--- src/rtl/decode_operand_stage.sv ---
// decode_operand_stage
//   Decode/operand stage of the RISC-V integer pipeline, between the IF/ID
//   latch and EX.
//   - Drives the register-file read addresses straight from the IF/ID
//     instruction. The regfile registers its read data on posedge, so that
//     data lines up with the ID/EX register held here.
//   - Decodes the instruction, builds the sign-extended immediate and holds
//     the ID/EX pipeline register.
//   - Forwards EX/MEM and MEM/WB results onto the rs1/rs2 operands.
//   - Detects load-use hazards: stalls IF for one cycle and injects a bubble.
//
// Ports
//   clock, clear            rising-edge clock, async active-high reset
//   if_valid/instr/pc       IF/ID latch contents
//   flush                   EX redirect; ID/EX loads a bubble
//   stall                   hold PC and IF/ID this cycle
//   rf_addrA/B, rf_dataA/B  regfile read port (data one cycle after address)
//   exmem_*, memwb_*        forwarding sources
//   ex_*                    ID/EX register contents; ex_opA/B forwarded operands
module decode_operand_stage #(
    parameter int width     = 32,
    parameter int addrWidth = 5
) (
    input  logic                 clock,
    input  logic                 clear,
    input  logic                 if_valid,
    input  logic [width-1:0]     if_instr,
    input  logic [width-1:0]     if_pc,
    input  logic                 flush,
    output logic                 stall,
    output logic [addrWidth-1:0] rf_addrA,
    output logic [addrWidth-1:0] rf_addrB,
    input  logic [width-1:0]     rf_dataA,
    input  logic [width-1:0]     rf_dataB,
    input  logic                 exmem_regwrite,
    input  logic [addrWidth-1:0] exmem_rd,
    input  logic [width-1:0]     exmem_result,
    input  logic                 memwb_regwrite,
    input  logic [addrWidth-1:0] memwb_rd,
    input  logic [width-1:0]     memwb_result,
    output logic                 ex_valid,
    output logic                 ex_regwrite,
    output logic                 ex_memread,
    output logic                 ex_memwrite,
    output logic                 ex_illegal,
    output logic [width-1:0]     ex_pc,
    output logic [6:0]           ex_opcode,
    output logic [2:0]           ex_funct3,
    output logic                 ex_funct7b5,
    output logic [addrWidth-1:0] ex_rd,
    output logic [addrWidth-1:0] ex_rs1,
    output logic [addrWidth-1:0] ex_rs2,
    output logic [width-1:0]     ex_imm,
    output logic [width-1:0]     ex_opA,
    output logic [width-1:0]     ex_opB
);

    localparam logic [6:0] OP_LOAD   = 7'b0000011;
    localparam logic [6:0] OP_STORE  = 7'b0100011;
    localparam logic [6:0] OP_BRANCH = 7'b1100011;
    localparam logic [6:0] OP_OPIMM  = 7'b0010011;
    localparam logic [6:0] OP_OP     = 7'b0110011;
    localparam logic [6:0] OP_LUI    = 7'b0110111;
    localparam logic [6:0] OP_AUIPC  = 7'b0010111;
    localparam logic [6:0] OP_JAL    = 7'b1101111;
    localparam logic [6:0] OP_JALR   = 7'b1100111;

    typedef struct packed {
        logic                 valid;
        logic                 regwrite;
        logic                 memread;
        logic                 memwrite;
        logic                 illegal;
        logic [width-1:0]     pc;
        logic [6:0]           opcode;
        logic [2:0]           funct3;
        logic                 funct7b5;
        logic [addrWidth-1:0] rd;
        logic [addrWidth-1:0] rs1;
        logic [addrWidth-1:0] rs2;
        logic [width-1:0]     imm;
    } idex_t;

    idex_t idex_q;
    idex_t idex_d;

    // Instruction fields
    logic [6:0]           opcode;
    logic [addrWidth-1:0] rd, rs1, rs2;

    assign opcode = if_instr[6:0];
    assign rd     = if_instr[11:7];
    assign rs1    = if_instr[19:15];
    assign rs2    = if_instr[24:20];

    // IF holds if_instr while stalled, so the regfile simply re-reads.
    assign rf_addrA = rs1;
    assign rf_addrB = rs2;

    // Immediate formats (32-bit view, sign-extended to width below)
    logic [31:0] imm_i, imm_s, imm_b, imm_u, imm_j;

    assign imm_i = {{20{if_instr[31]}}, if_instr[31:20]};
    assign imm_s = {{20{if_instr[31]}}, if_instr[31:25], if_instr[11:7]};
    assign imm_b = {{19{if_instr[31]}}, if_instr[31], if_instr[7],
                    if_instr[30:25], if_instr[11:8], 1'b0};
    assign imm_u = {if_instr[31:12], 12'b0};
    assign imm_j = {{11{if_instr[31]}}, if_instr[31], if_instr[19:12],
                    if_instr[20], if_instr[30:21], 1'b0};

    logic        is_legal, wr_op, dec_memread, dec_memwrite;
    logic        uses_rs1, uses_rs2;
    logic [31:0] imm32;

    always_comb begin
        is_legal     = 1'b1;
        wr_op        = 1'b0;
        dec_memread  = 1'b0;
        dec_memwrite = 1'b0;
        uses_rs1     = 1'b1;
        uses_rs2     = 1'b0;
        imm32        = '0;
        case (opcode)
            OP_LOAD:   begin wr_op = 1'b1; dec_memread = 1'b1; imm32 = imm_i; end
            OP_STORE:  begin dec_memwrite = 1'b1; uses_rs2 = 1'b1; imm32 = imm_s; end
            OP_BRANCH: begin uses_rs2 = 1'b1; imm32 = imm_b; end
            OP_OPIMM:  begin wr_op = 1'b1; imm32 = imm_i; end
            OP_OP:     begin wr_op = 1'b1; uses_rs2 = 1'b1; end
            OP_LUI,
            OP_AUIPC:  begin wr_op = 1'b1; uses_rs1 = 1'b0; imm32 = imm_u; end
            OP_JAL:    begin wr_op = 1'b1; uses_rs1 = 1'b0; imm32 = imm_j; end
            OP_JALR:   begin wr_op = 1'b1; imm32 = imm_i; end
            default:   begin is_legal = 1'b0; uses_rs1 = 1'b0; end
        endcase
    end

    // Load-use hazard against the instruction currently in ID/EX
    logic hazard;

    assign hazard = if_valid & idex_q.valid & idex_q.memread & (idex_q.rd != '0) &
                    ((uses_rs1 & (rs1 == idex_q.rd)) | (uses_rs2 & (rs2 == idex_q.rd)));

    // Flush wins over a hazard: the instruction in IF/ID is being discarded.
    assign stall = hazard & ~flush;

    always_comb begin
        idex_d          = '0;
        idex_d.valid    = 1'b1;
        idex_d.regwrite = wr_op & (rd != '0);
        idex_d.memread  = dec_memread;
        idex_d.memwrite = dec_memwrite;
        idex_d.illegal  = ~is_legal;
        idex_d.pc       = if_pc;
        idex_d.opcode   = opcode;
        idex_d.funct3   = if_instr[14:12];
        idex_d.funct7b5 = if_instr[30];
        idex_d.rd       = rd;
        idex_d.rs1      = rs1;
        idex_d.rs2      = rs2;
        idex_d.imm      = width'($signed(imm32));
    end

    always_ff @(posedge clock or posedge clear) begin
        if (clear)
            idex_q <= '0;
        else if (flush | hazard | ~if_valid)
            idex_q <= '0;
        else
            idex_q <= idex_d;
    end

    assign ex_valid    = idex_q.valid;
    assign ex_regwrite = idex_q.regwrite;
    assign ex_memread  = idex_q.memread;
    assign ex_memwrite = idex_q.memwrite;
    assign ex_illegal  = idex_q.illegal;
    assign ex_pc       = idex_q.pc;
    assign ex_opcode   = idex_q.opcode;
    assign ex_funct3   = idex_q.funct3;
    assign ex_funct7b5 = idex_q.funct7b5;
    assign ex_rd       = idex_q.rd;
    assign ex_rs1      = idex_q.rs1;
    assign ex_rs2      = idex_q.rs2;
    assign ex_imm      = idex_q.imm;

    // Operand forwarding. EX/MEM is the younger write and takes priority;
    // anything older than MEM/WB is already in the regfile (negedge write).
    function automatic logic [width-1:0] fwd(
        input logic [addrWidth-1:0] rs,
        input logic [width-1:0]     rf,
        input logic                 exw,
        input logic [addrWidth-1:0] exrd,
        input logic [width-1:0]     exres,
        input logic                 wbw,
        input logic [addrWidth-1:0] wbrd,
        input logic [width-1:0]     wbres
    );
        if (rs == '0)                  return '0;
        else if (exw && (exrd == rs))  return exres;
        else if (wbw && (wbrd == rs))  return wbres;
        else                           return rf;
    endfunction

    assign ex_opA = fwd(idex_q.rs1, rf_dataA, exmem_regwrite, exmem_rd, exmem_result,
                        memwb_regwrite, memwb_rd, memwb_result);
    assign ex_opB = fwd(idex_q.rs2, rf_dataB, exmem_regwrite, exmem_rd, exmem_result,
                        memwb_regwrite, memwb_rd, memwb_result);

endmodule

--- config.mk ---
export PLATFORM = sky130hd
export DESIGN_NAME = decode_operand_stage
export DESIGN_NICKNAME = d
export VERILOG_FILES = /design/src/rtl/decode_operand_stage.sv
export SDC_FILE = /design/constraint.sdc
export NUM_CORES = 1
export LEC_CHECK = 0
export CAP_MARGIN = 25
export CORE_AREA = 2 2 146 148
export CTS_CLUSTER_DIAMETER = 60
export DETAILED_ROUTE_END_ITERATION = 6
export DIE_AREA = 0 0 148 150
export GPL_TIMING_DRIVEN = 0
export PLACE_DENSITY = 0.66
export SYNTH_ARGS = -nofsm -noshare
export SYNTH_HDL_FRONTEND = slang
export SYNTH_SLANG_ARGS = --single-unit
--- constraint.sdc ---
create_clock -name clock -period 2.5 [get_ports clock]
set_input_delay 0.25 -clock clock [delete_from_list [all_inputs] [get_ports clock]]
set_output_delay 0.25 -clock clock [all_outputs]
set_load 0.01 [all_outputs]
# Word level (Yosys, flattened, before mapping)
# Cells that the tools add are included.
[word_totals]
regBits = 95
inputBits = 208
out_inout_bits = 170
word_cells = 70
[classes]
eq_ne = 15
muxes = 14
n_bitwise = 14
reduce_logical = 14
[ops]
columns = ["cell", "count"]
rows = [
  ["$mux 32", 6],
  ["$pmux 32 s5", 1],
  ["$mux 95", 1],
  ["$eq 5x5->1", 6],
  ["$eq 7x6->1 const B", 3],
  ["$eq 7x7->1 const B", 3],
  ["$eq 7x5->1 const B", 2],
  ["$logic_not 5->1", 2],
  ["$reduce_bool 5->1", 2],
  ["$reduce_or 9->1", 1],
  ["$and 1x1->1", 8],
  ["$eq 7x2->1 const B", 1],
  ["$reduce_or 7->1", 1],
  ["$mux 1", 6],
  ["$reduce_or 3->1", 2],
  ["$reduce_or 6->1", 1],
  ["$logic_and 1x1->1", 4],
  ["$not 1->1", 3],
  ["$or 1x1->1", 3],
  ["$reduce_or 2->1", 1],
]

# Longest topological paths before layout
[depth]
word_depth = 9
mapped_depth = 8
mapped_depth_nobuf = 5

# Worst setup path before layout
# Ideal clock, no wire load.
[synth_path]
kind = "reg-to-output"
from = "reg idex_q (netlist bit ex_rs2[1])"
to = "out ex_opB[10]"
arrival_ns = 1.749
required_ns = 2.250
path_slack_ns = 0.501
stages_incl_launch_ff = 8
path_buffers = 2
path_cell_list = "dfrtp_1 xor2_1 nor4_1 and3_1 clkbuf_1 buf_2 nand2_1 a31oi_1"
[synth_between]
elab_chain_cells = 5
elab_cells_between_ends = 8
cone_classes = "eq/ne (2); mux (3); reduce/logical (3)"
[synth_rtl]
columns = ["item", "line_no", "text"]
rows = [
  ["from (decl)", "84", "idex_t idex_q;"],
  ["from (signal assigned)", "169", "idex_q <= idex_d;"],
  ["$eq 5x5->1", "200", "else if (wbw && (wbrd == rs)) return wbres;"],
  ["$logic_and 1x1->1", "200", ""],
  ["$mux 32", "200", ""],
  ["$mux 32", "199", "else if (exw && (exrd == rs)) return exres;"],
  ["$mux 32 *", "198", "if (rs == '0) return '0;"],
  ["to (decl)", "55", "output logic [width-1:0] ex_opB"],
]
# Every way passes the cells marked *; elsewhere a longest branch is shown, timed or not.

# Worst setup path after layout
[layout_path]
from = "reg idex_q (netlist bit ex_rs2[1])"
to = "out ex_opB[26]"
# Same word-level chain as after synthesis.

==> flow_summary.toml <==
[routing]
wl_per_cell_um = 21.2
first_pass_iters = 5
drtIter0Drc = 275
drcViolationCount = 0
ant_nets = 0
postRouteWirelength_um = 30000
vias = 7033
vias_per_cell = 4.97

[setup_path]
worstSetupPathType = "reg -> out"
cp-start-kind = "register"
crit_top_cell = "buf_6"
cpMaxStageDelayCell = "dfrtp_2"
end_kind = "output port"
crit_family = "simple AND/OR/NAND/NOR gates"
arrival_ns = 2.28
path_buf_inv = 4
path_max_fanout = 4
crit_chain = "xor2_2 -> nor4_2 -> and3_4 -> buf_6 -> buf_8 -> buf_6 -> nand2_2 -> a31oi_1 -> buf_2"
worstPathRequired_ns = 2.25
slowest_delay_ns = 0.47

[synth]
yosys_warnings = 0
synthMuxAreaShare = 0.00183
yosys.area.top_type = "dfrtp_1"
synth_area_leaders = "dfrtp_1, nand2_1, a31oi_1"
synth-xor-area-share = 0.0480
synth_simple_gate_area_share = 0.271
synth_top_area_frac = 0.434
synth_edf_count = 0
yosysSeqAreaShare = 0.434
synth_compound_area_frac = 0.178
synth_seq_cells = 95
syn_area_um2 = 5480
synth-adder-area-share = 0
synth_fp_nets = 919
ys_async_sr_fraction = 1.00
syn_area_per_cell_um2 = 7.70
synth_top_family_by_area = "simple AND/OR/NAND/NOR gates"
synth_cells = 711
synth_cell_type_count = 38
ys.flop_type = "dfrtp_1"

[grt]
antenna_found_initial = 4
grt_overflow = 0
grt_pass1_wl_um = 43400
grt_pass1_vias = 7231
grt_most_used_layer = "met2"
grt_util_met3 = 0.0762
grt_max_degree = 39
met1_usage = 0.285
track_usage = 0.260
grt_use_met2 = 0.468

[timing]
worst_slew_pin_slew_ns = 0.818
timing.setup.tns_ns = -0.0525
slew_headroom = 0.450
setup_viol_count_final = 3
hold_viol = 0
min_period_ns = 2.53
rsz0062_at_grt = "yes"
min_period_over_period = 1.01
finalClockSkew_ns = 0.00455
maxSlewViolCount = 0
max_freq_mhz = 396
finalWorstSetupSlack_ns = -0.0273

[floorplan]
dieArea_um2 = 22200
pin_count = 378
die_y_um = 150
core_area_um2 = 20700
placement_rows = 53
fp.dieW_um = 148
start_util = 0.265

[clocking]
tritoncts = "yes"
clock-sinks = 95
clk_path_buf_depth = 2
numCtsBuffers = 9
ctsRootBufferMaster = "clkbuf_16"
worstSkewPairLatency_ns = 0.34
ctsHtreeMaxLevel = 3
path_clk_slew_ns = 0.06

[pwr]
p_leak_nw = 4.63
p_per_area_nw_per_um2 = 396
ir_drop_uv = 341

[placement]
io_buffers = 373
hpwl_um = 23200
gp_congestion = 0.927

[finish]
drive_gt1_frac = 0.224
area_growth_pct = 94.0
final_core_util = 0.514
finalNetCount = 1342

[outcome]
status = "finished with violations"
violations = "negative setup slack"

[worst_hold_path]
hp-class = "in -> reg"

[run]
drv_cap = 0
tightest hold or removal path: cells and delay by family:
kind	cells	cell delay (ns)
buf+inv	1	0.16
simple gates	2	0.12
metrics by stage:
stage / cells / setup WS [ns] / instance area [um^2] / hold slack (ns) / power (W)
finish: 1416 / -0.0273 / 10600 / 0.225 / 0.00421
CTS: 1410 / -0.142 / 10300 / 0.210 / 0.00417
global route: 1416 / -0.0920 / 10600 / 0.228 / 0.00439
global placement: 1359 / -0.725 / 9560 / 0.555 / 0.00281
detailed placement: 1361 / -0.724 / 9600 / 0.573 / 0.00282
floorplan: 711 / 0.501 / 5480 / 0.353 / 0.00202
worst paths after layout:
check | cells past startpoint | end | startpoint | slack [ns]
setup reg to reg | 6 | ex_imm[0]$_DFF_PP0_ | ex_rd[1]$_DFF_PP0_ | 0.34
hold reg to reg | 4 | ex_imm[1]$_DFF_PP0_ | ex_memread$_DFF_PP0_ | 0.87
max in group asynchronous | 3 | ex_pc[6]$_DFF_PP0_ | clear | 1.62
min in group asynchronous | 2 | ex_funct7b5$_DFF_PP0_ | clear | 0.31
setup / recovery | 9 | ex_opB[26] | ex_rs2[1]$_DFF_PP0_ | -0.03
hold / removal | 3 | ex_opcode[4]$_DFF_PP0_ | if_instr[4] | 0.23
power by group:
group,switching [W],internal [W]
sequential,0.0000255,0.00158
combinational,0.000602,0.000643
clock,0.000590,0.000772
total,0.00122,0.00299
repair_timing:
action | in CTS | in global routing
setup buffers | 31 | 9
pin swaps | 31 | 35
cloned | 6 | 0
endpoints found under the setup margin | 65 | 65
hold buffers | 0 | 0
gates resized for setup | 402 | 111
cells in the mapped netlist, drive strengths merged (2+ instances only):
cell type  instances
nand2            190
dfrtp             95
nor2              73
o21ai             68
a31oi             65
clkbuf            38
buf               32
a21oi             25
xor2              25
nor3b             22
nor3              14
nand3             12
inv                7
nor4               7
xnor2              5
a221oi             4
nand2b             4
a211oi             3
and3               3
and2               2
nand4              2
nor2b              2
or4                2
registers in the layout, summed over array words and instances (netlist names), 3 cells and up:
name and cells:
ex_imm 32, ex_pc 32, ex_funct3 3, ex_rs2 5, ex_rs1 5, ex_opcode 7, ex_rd 5
kinds of logic after synthesis:
family	count (synthesis)
AO/OA/AOI/OAI	170
XOR/XNOR	30
buffers and inverters	77
flip-flops	95
multiplexers	1
AND/OR/NAND/NOR	338
layout make-up:
| type | count | area (um^2) |
|---|---|---|
| buffer | 64 | 459 |
| timing repair buffer | 417 | 3900 |
| tap | 275 | 344 |
| inverter | 7 | 30.0 |
| clock buffer | 10 | 229 |
| antenna | 3 | 7.51 |
| fill | 2056 | 10100 |
| clock inverter | 5 | 60.1 |
| sequential | 95 | 2390 |
| multi-input combinational | 540 | 3210 |
metal layers:
metal,share of wire,up-vias
met5,0.00043,-
met4,0.035,2
met3,0.090,60
met2,0.51,364
met1,0.37,3348
li1,-,3259
layout by cell type, fill, tap and decap left out, drive strengths merged, types with 2 or more instances in the layout:
cell type      count
a211oi             3
a21oi             25
a221oi             4
a31oi             65
and2               2
and3               3
buf              144
clkbuf            39
clkdlybuf4s50    303
clkinv             3
clkinvlp           2
dfrtp             95
diode              3
dlygate4sd2        4
inv                6
nand2            190
nand2b             4
nand3             13
nand4              2
nor2              73
nor2b              2
nor3              14
nor3b             22
nor4               7
o21ai             68
or4                2
xnor2              5
xor2              25
No activity file was read; power rests on OpenSTA's default activity.
